### config.mk
export PLATFORM = sky130hd
export DESIGN_NAME = bt_cmd_rx
export DESIGN_NICKNAME = d
export VERILOG_FILES = /design/src/rtl/car_pkg.sv /design/src/rtl/uart_rx_byte.sv /design/src/rtl/bt_cmd_rx.sv
export SDC_FILE = /design/constraint.sdc
export NUM_CORES = 1
export LEC_CHECK = 0
export ABC_AREA = 0
export CELL_PAD_IN_SITES_DETAIL_PLACEMENT = 1
export CELL_PAD_IN_SITES_GLOBAL_PLACEMENT = 1
export CORE_UTILIZATION = 50
export DETAILED_ROUTE_END_ITERATION = 7
export GPL_TIMING_DRIVEN = 1
export HOLD_SLACK_MARGIN = 0.08
export PLACE_DENSITY = 0.85
export SKIP_CTS_REPAIR_TIMING = 1
export SLEW_MARGIN = 30
export SYNTH_ARGS = -nofsm -noshare
export SYNTH_HDL_FRONTEND = slang
export SYNTH_HIERARCHICAL = 1
export SYNTH_SLANG_ARGS = --single-unit
### constraint.sdc
create_clock -name clk -period 5.25 [get_ports clk]
set_clock_uncertainty 0.2 [all_clocks]
set_input_delay 0.525 -clock clk [delete_from_list [all_inputs] [get_ports clk]]
set_output_delay 0.525 -clock clk [all_outputs]
set_load 0.05 [all_outputs]
### src/rtl/car_pkg.sv
// Shared encodings for the car datapath: drive commands decoded by car_control,
// the ASCII command bytes accepted from the phone, and the UART receiver states.
package car_pkg;

  localparam logic [2:0] CMD_ZERO         = 3'd0;
  localparam logic [2:0] CMD_ACC          = 3'd1;
  localparam logic [2:0] CMD_DEC          = 3'd2;
  localparam logic [2:0] CMD_LEFT         = 3'd3;
  localparam logic [2:0] CMD_RIGHT        = 3'd4;
  localparam logic [2:0] CMD_MOVE_FORWARD = 3'd5;
  localparam logic [2:0] CMD_MOVE_BACK    = 3'd6;
  localparam logic [2:0] CMD_STOP         = 3'd7;

  localparam logic [7:0] ASC_F = 8'h46;
  localparam logic [7:0] ASC_B = 8'h42;

  typedef enum logic [2:0] {
    RX_IDLE,
    RX_START,
    RX_DATA,
    RX_STOP,
    RX_WAIT_HIGH
  } rx_state_e;

  // '0'..'7' share the upper five bits 5'b00110
  function automatic logic is_cmd_digit(input logic [7:0] b);
    return b[7:3] == 5'b00110;
  endfunction

endpackage

### src/rtl/uart_rx_byte.sv
// 8N1 UART byte receiver: 2-FF input sync, mid-bit sampling FSM, LSB-first shifter.
// rx_done / rx_ferr are combinational pulses on the stop-bit sample cycle.
module uart_rx_byte
  import car_pkg::*;
#(
  parameter int CLK_HZ = 50_000_000,
  parameter int BAUD   = 9600
) (
  input  logic       clk,
  input  logic       rst,
  input  logic       rx,
  output logic [7:0] rx_data,
  output logic       rx_done,
  output logic       rx_ferr
);

  localparam int DIV = CLK_HZ / BAUD;
  localparam int BW  = $clog2(DIV);
  localparam logic [BW-1:0] HALF_M1 = BW'(DIV / 2 - 1);
  localparam logic [BW-1:0] FULL_M1 = BW'(DIV - 1);

  logic [1:0]    sync_q;
  logic          rx_s;
  rx_state_e     state, nxt;
  logic [BW-1:0] bcnt;
  logic [2:0]    nbit;
  logic [7:0]    shreg;
  logic          tick_half, tick_full;

  // Sync flops reset to the idle-high line level so reset never looks like a start bit
  always_ff @(posedge clk or posedge rst) begin
    if (rst) sync_q <= 2'b11;
    else     sync_q <= {sync_q[0], rx};
  end
  assign rx_s = sync_q[1];

  assign tick_half = (bcnt == HALF_M1);
  assign tick_full = (bcnt == FULL_M1);

  always_ff @(posedge clk or posedge rst) begin
    if (rst) state <= RX_IDLE;
    else     state <= nxt;
  end

  always_comb begin
    nxt = state;
    case (state)
      RX_IDLE:      if (!rx_s) nxt = RX_START;
      RX_START:     if (tick_half) nxt = rx_s ? RX_IDLE : RX_DATA;
      RX_DATA:      if (tick_full && nbit == 3'd7) nxt = RX_STOP;
      RX_STOP:      if (tick_full) nxt = rx_s ? RX_IDLE : RX_WAIT_HIGH;
      RX_WAIT_HIGH: if (rx_s) nxt = RX_IDLE;
      default:      nxt = RX_IDLE;
    endcase
  end

  always_comb begin
    rx_done = 1'b0;
    rx_ferr = 1'b0;
    if (state == RX_STOP && tick_full) begin
      rx_done = rx_s;
      rx_ferr = !rx_s;
    end
  end

  // Bit timer restarts at each sample point; start bit sampled at half a bit
  always_ff @(posedge clk or posedge rst) begin
    if (rst) begin
      bcnt  <= '0;
      nbit  <= '0;
      shreg <= '0;
    end else begin
      case (state)
        RX_START: begin
          bcnt <= tick_half ? '0 : bcnt + BW'(1);
          nbit <= '0;
        end
        RX_DATA: begin
          bcnt <= tick_full ? '0 : bcnt + BW'(1);
          if (tick_full) begin
            nbit  <= nbit + 3'd1;
            shreg <= {rx_s, shreg[7:1]};
          end
        end
        RX_STOP: bcnt <= tick_full ? '0 : bcnt + BW'(1);
        default: bcnt <= '0;
      endcase
    end
  end

  assign rx_data = shreg;

endmodule

### src/rtl/bt_cmd_rx.sv
// Bluetooth command receiver: decodes '0'..'7', 'F', 'B' into cmd/mode for car_control.
// Define BT_CMD_WATCHDOG_EN to build the link watchdog that forces CMD_STOP on silence.
module bt_cmd_rx
  import car_pkg::*;
#(
  parameter int CLK_HZ    = 50_000_000,
  parameter int BAUD      = 9600,
  parameter int WD_CYCLES = 25_000_000
) (
  input  logic       clk,
  input  logic       rst,
  input  logic       rx,
  output logic [2:0] cmd,
  output logic       mode,
  output logic       cmd_valid,
  output logic       frame_err,
  output logic       wd_trip
);

  logic [7:0] rx_data;
  logic       rx_done, rx_ferr;
  logic       hit_digit, hit_f, hit_b, hit;
  logic       wd_force;

  uart_rx_byte #(.CLK_HZ(CLK_HZ), .BAUD(BAUD)) u_rx (
    .clk     (clk),
    .rst     (rst),
    .rx      (rx),
    .rx_data (rx_data),
    .rx_done (rx_done),
    .rx_ferr (rx_ferr)
  );

  always_comb begin
    hit_digit = rx_done && is_cmd_digit(rx_data);
    hit_f     = rx_done && (rx_data == ASC_F);
    hit_b     = rx_done && (rx_data == ASC_B);
    hit       = hit_digit || hit_f || hit_b;
  end

  always_ff @(posedge clk or posedge rst) begin
    if (rst) begin
      cmd       <= CMD_ZERO;
      mode      <= 1'b1;
      cmd_valid <= 1'b0;
      frame_err <= 1'b0;
    end else begin
      cmd_valid <= hit;
      frame_err <= rx_ferr;
      if (hit_digit)     cmd <= rx_data[2:0];
      else if (wd_force) cmd <= CMD_STOP;
      if (hit_f)         mode <= 1'b1;
      else if (hit_b)    mode <= 1'b0;
    end
  end

`ifdef BT_CMD_WATCHDOG_EN
  localparam int WW = $clog2(WD_CYCLES + 1);

  logic [WW-1:0] wd_cnt;
  logic          wd_exp;

  // A recognised byte landing on the expiry cycle wins over the trip
  assign wd_exp   = (cmd != CMD_STOP) && (wd_cnt == WW'(WD_CYCLES - 1));
  assign wd_force = wd_exp && !hit;

  always_ff @(posedge clk or posedge rst) begin
    if (rst) begin
      wd_cnt  <= '0;
      wd_trip <= 1'b0;
    end else begin
      wd_trip <= wd_force;
      if (hit || wd_exp)
        wd_cnt <= '0;
      else if (cmd != CMD_STOP && wd_cnt != WW'(WD_CYCLES))
        wd_cnt <= wd_cnt + WW'(1);
    end
  end
`else
  assign wd_force = 1'b0;
  assign wd_trip  = 1'b0;
`endif

endmodule
======== Word-level counts from Yosys, hierarchy flattened ========
Cells that the tools add are included.
cells by class
  $add $sub $neg .......................... 2
  equality and inequality tests ........... 16
  muxes and demuxes ....................... 17
  reductions and logical operators ........ 15
operators with widths
  operator                 number
  $mux W13                 2
  $pmux W13 S2             1
  $mux W3                  7
  $eq A8 B7 Y1 const B     2
  $pmux W3 S5              1
  $add A13 B1 Y13 const B  1
  $eq A13 B12 Y1 const B   1
  $eq A13 B13 Y1 const B   1
  $ne A2 B1 Y1 const B     5
  $eq A3 B2 Y1 const B     2
  $eq A3 B3 Y1 const B     2
  $pmux W3 S2              1
  $eq A5 B3 Y1 const B     1
  $logic_and A1 B1 Y1      5
  $reduce_and A5 Y1        1
  $mux W1                  4
  $reduce_and A2 Y1        2
  $reduce_bool A2 Y1       2
  $add A3 B1 Y3 const B    1
  $eq A3 B1 Y1 const B     1
  $logic_not A3 Y1         1
  $logic_or A1 B1 Y1       2
  $mux W2                  1
  $ne A2 B2 Y1 const B     1
  other kinds (2)          2
storage, ports and cells
  bits in registers ....................... 35
  input port bits ......................... 3
  logic and storage cells ................. 59

======== Logic depth before layout (Yosys ltp) ========
  depth after elaboration ................. 6
  depth in mapped cells ................... 9
  depth with buffers taken out ............ 8

======== By module ========
The synthesis kept the hierarchy.
modules (own cells, without submodules)
  module        times used  cells each  area an instance (um^2)
  uart_rx_byte  1           133         1433.9
  bt_cmd_rx     1           18          254.0

======== Worst setup path after synthesis ========
Ideal clock, no wire load.
  path type ............................... register to register
  from .................................... reg u_rx.bcnt[0]
  to ...................................... reg cmd[0]
  setup time .............................. 0.125 ns
  arrival time ............................ 1.888 ns
  path slack .............................. 3.037 ns
  stages on the path, launching flop included .. 10
  buffers on the path ..................... 1
  cells stage by stage .................... dfrtp_1 > ha_1 > and4bb_1 > and4_1 > buf_4 > nand2_1 > nor2_1 > nor3b_2 > nand4b_2 > mux2_2
between the ends
  longest elaborated chain between the ends .. 4
ends and longest elaborated chain
  element                   line                text
  start: declaration        uart_rx_byte.sv:25  logic [BW-1:0] bcnt;
  start signal: assignment  uart_rx_byte.sv:75  bcnt <= tick_half ? '0 : bcnt + BW'(1);
  start signal: assignment  uart_rx_byte.sv:79  bcnt <= tick_full ? '0 : bcnt + BW'(1);
  start signal: assignment  uart_rx_byte.sv:85  RX_STOP: bcnt <= tick_full ? '0 : bcnt + BW'(1);
  $eq A13 B13 Y1            uart_rx_byte.sv:38  assign tick_full = (bcnt == FULL_M1);
  $logic_and A1 B1 Y1       uart_rx_byte.sv:60  if (state == RX_STOP && tick_full) begin
  $mux W1                   uart_rx_byte.sv:60
  named net rx_done         bt_cmd_rx.sv:21     logic rx_done, rx_ferr;
  $logic_and A1 B1 Y1       bt_cmd_rx.sv:35     hit_digit = rx_done && is_cmd_digit(rx_data);
  end signal: assignment    bt_cmd_rx.sv:50     if (hit_digit) cmd <= rx_data[2:0];
  end: declaration          bt_cmd_rx.sv:13     output logic [2:0] cmd,
The timed path passes the listed nets, and every way through them passes these cells.
A chain may end at the register's enable or synchronous reset.

======== Final worst setup path ========
Same ends and word-level chain as after synthesis.

==> flow_summary.toml <==
[route]
drc = 0
top_layer_used = "met4"
totalWireLength_um = 3510
ant_nets = 0
drtPass1Iterations = 4
wl_per_cell_um = 17.1
num_vias = 1160
wl_met3_um = 62
drt-met1-wl_um = 1610
met2_length_um = 1780
vias_per_cell = 5.66
drtIter0Drc = 45

[die]
rows = 20
fp.dieH_um = 60.1
die-area_mm2 = 0.00361
ios = 10
die_x_um = 60.1
initial_core_util_pct = 54.0
coreArea_mm2 = 0.00313

[setup_path]
start_kind = "flip-flop"
critical_path_class = "reg2reg"
crit_fanout = 6
required_ns = 5.28
worstPathArrival_ns = 2.68
crit_path_end_kind = "flip-flop"

[grt]
grt_pass1_vias = 1180
grtUsageTotal_pct = 22.9
antenna_found_initial = 0
grt-ovfl-total = 0
grt_pass1_wl_um = 5910
grt_max_degree = 30

[synthesis]
avgSynthCellArea_um2 = 11.2
syn-instance-count = 151
synth-edff-count = 0
synth_seq_cells = 35
synth_async_sr_flop_share_pct = 100
syn_area_mm2 = 0.00169
synth_ff_type = "dfrtp_1"
synth.largest_area_cell = "dfrtp_1"
synth-simple-area-share_pct = 21.9
synth_area_leaders = "dfrtp_1 (47%), mux2_2 (8.7%), dfstp_2 (4.7%), nor2_1 (3.6%), xor2_1 (2.6%)"
synth.area.mux_share_pct = 8.67
synth_compound_area_share_pct = 7.41
ys.warnings.count = 6
synth_top_family_by_area = "simple AND/OR/NAND/NOR gates"
synth-adder-area-share_pct = 2.22
syn_nets = 157
ys_types = 40
synth-xor-area-share_pct = 4.67
ys_seq_area_share_pct = 52.1
synth_top_area_share_pct = 47.4

[flow_run]
maxCapViolCount = 0

[layout]
nets = 166
drive_above_1_share_pct = 18.6
antenna_cells = 0
layout_common_cells = "dfrtp_1 (32), nor2_1 (16), mux2_2 (13)"
fill_cells = 340
final_common_cell = "dfrtp_1"
area_growth_pct = 9.04

[sta]
maxSlewViolCount = 0
fin_hold_ws_ns = 0.163
worstMarginPinSlew_ns = 0.640
rsz0062_at_grt = "false"
tns_ns = 0
maxClockFrequency_mhz = 377
relSlewSlack_pct = 57.3
setup_violations = 0
finalCritPeriodShare_pct = 50.5
hold_viol = 0
period_needed_ns = 2.65

[clock_network]
cts_root_buf = "clkbuf_4"
clk_pin_slew_ns = 0.10
cts_tree = "yes"
clock_path_buffers = 2
htreeDepth = 2
cts.sink_count = 35
clk_latency_ns = 0.35
cts_buffers = 5

[pwr]
p_leak_nw = 0.865
worst_ir_drop_vdd_mv = 0.161
p_per_area_mw_per_mm2 = 232

[place]
globalplace.congestion = 0.828
hpwl_um = 2630
port_buffers = 8

[min_path]
hold_class = "reg2reg"

[run_status]
outcome = "finished clean"
## synthesized netlist by cell type, types with 3 or more instances
cell type / number
xnor2_1: 4
nand4_1: 6
o211ai_1: 5
nand3_1: 7
ha_1: 3
mux2_2: 13
nand2_1: 9
dfstp_2: 3
xor2_1: 5
nor2_1: 16
dfrtp_1: 32
nor3_1: 4
a21oi_1: 4
o21ai_0: 6
## path summary, 6_finish.rpt
path,startpoint,slack (ns),end,cells past startpoint
worst min register to register,u_rx/sync_q[0]$_DFF_PP1_,0.16,u_rx/sync_q[1]$_DFF_PP1_,0
min in group asynchronous,rst,0.22,frame_err$_DFF_PP0_,2
max in group asynchronous,rst,4.07,u_rx/bcnt[2]$_DFF_PP0_,2
worst max-delay path,u_rx/bcnt[0]$_DFF_PP0_,2.60,cmd[0]$_DFFE_PP0P_,8
worst min-delay path,u_rx/sync_q[0]$_DFF_PP1_,0.16,u_rx/sync_q[1]$_DFF_PP1_,0
worst max register to register,u_rx/bcnt[0]$_DFF_PP0_,2.60,cmd[0]$_DFFE_PP0P_,8
## final cells by class
type / count / area (um^2) / share of cell area, %
Tap cell: 44 / 55.1 / 2.99
Multi-Input combinational cell: 108 / 761 / 41.3
Inverter: 2 / 7.51 / 0.408
Sequential cell: 35 / 880 / 47.8
Clock inverter: 3 / 20.0 / 1.09
Timing Repair Buffer: 8 / 80.1 / 4.35
Clock buffer: 5 / 37.5 / 2.04
## cells by family (layout without fill, tap and decap cells)
family          Yosys count  after routing
mux                      13             13
fa+ha+maj                 3              3
simple gates             62             62
other cells               1              1
flops                    35             35
compound gates           20             20
buf+inv                   8             18
xor+xnor                  9              9
## flip-flops by register name, summed over array words and instances, names as in the netlist
register,flops
u_rx/bcnt,13
u_rx/rx_data,8
cmd,3
u_rx/nbit,3
u_rx/state,3
u_rx/sync_q,2
cmd_valid,1
frame_err,1
mode,1
## metrics by stage
stage,util [%],area [um^2],power (W),worst slack [ns],std cells
2_1_floorplan,-,1690,0.000284,3.04,151
3_3_place_gp,57.0,1780,0.000286,2.88,197
3_5_place_dp,57.0,1780,0.000287,2.64,197
4_1_cts,58.8,1840,0.000433,2.61,205
5_1_grt,58.8,1840,0.000444,2.48,205
6_report,58.8,1840,0.000427,2.60,205
## critical path, cell delays in order, from the launching register on
cell,delay [ns]
dfrtp_1,0.38
ha_1,0.26
and4bb_1,0.25
and4_1,0.36
nand2_1,0.15
nor2_1,0.11
nor3b_2,0.27
nand4b_2,0.23
mux2_2,0.33
## per-layer routing
| layer | global-route usage (%) | up-vias |
|---|---|---|
| met1 | 30.1 | 586 |
| li1 | - | 557 |
| met2 | 36.4 | 11 |
| met4 | 9.63 | 0 |
| met5 | 0 | - |
| met3 | 4.76 | 6 |
## power by group
group          internal [W]  switching [W]   total [W]  leakage [nW]
clock             0.0000511      0.0000945    0.000146        0.0272
sequential         0.000271    0.000000789    0.000272         0.464
combinational    0.00000211     0.00000749  0.00000960         0.374
total              0.000324       0.000103    0.000427         0.865
No activity file was read; power rests on OpenSTA's default activity.
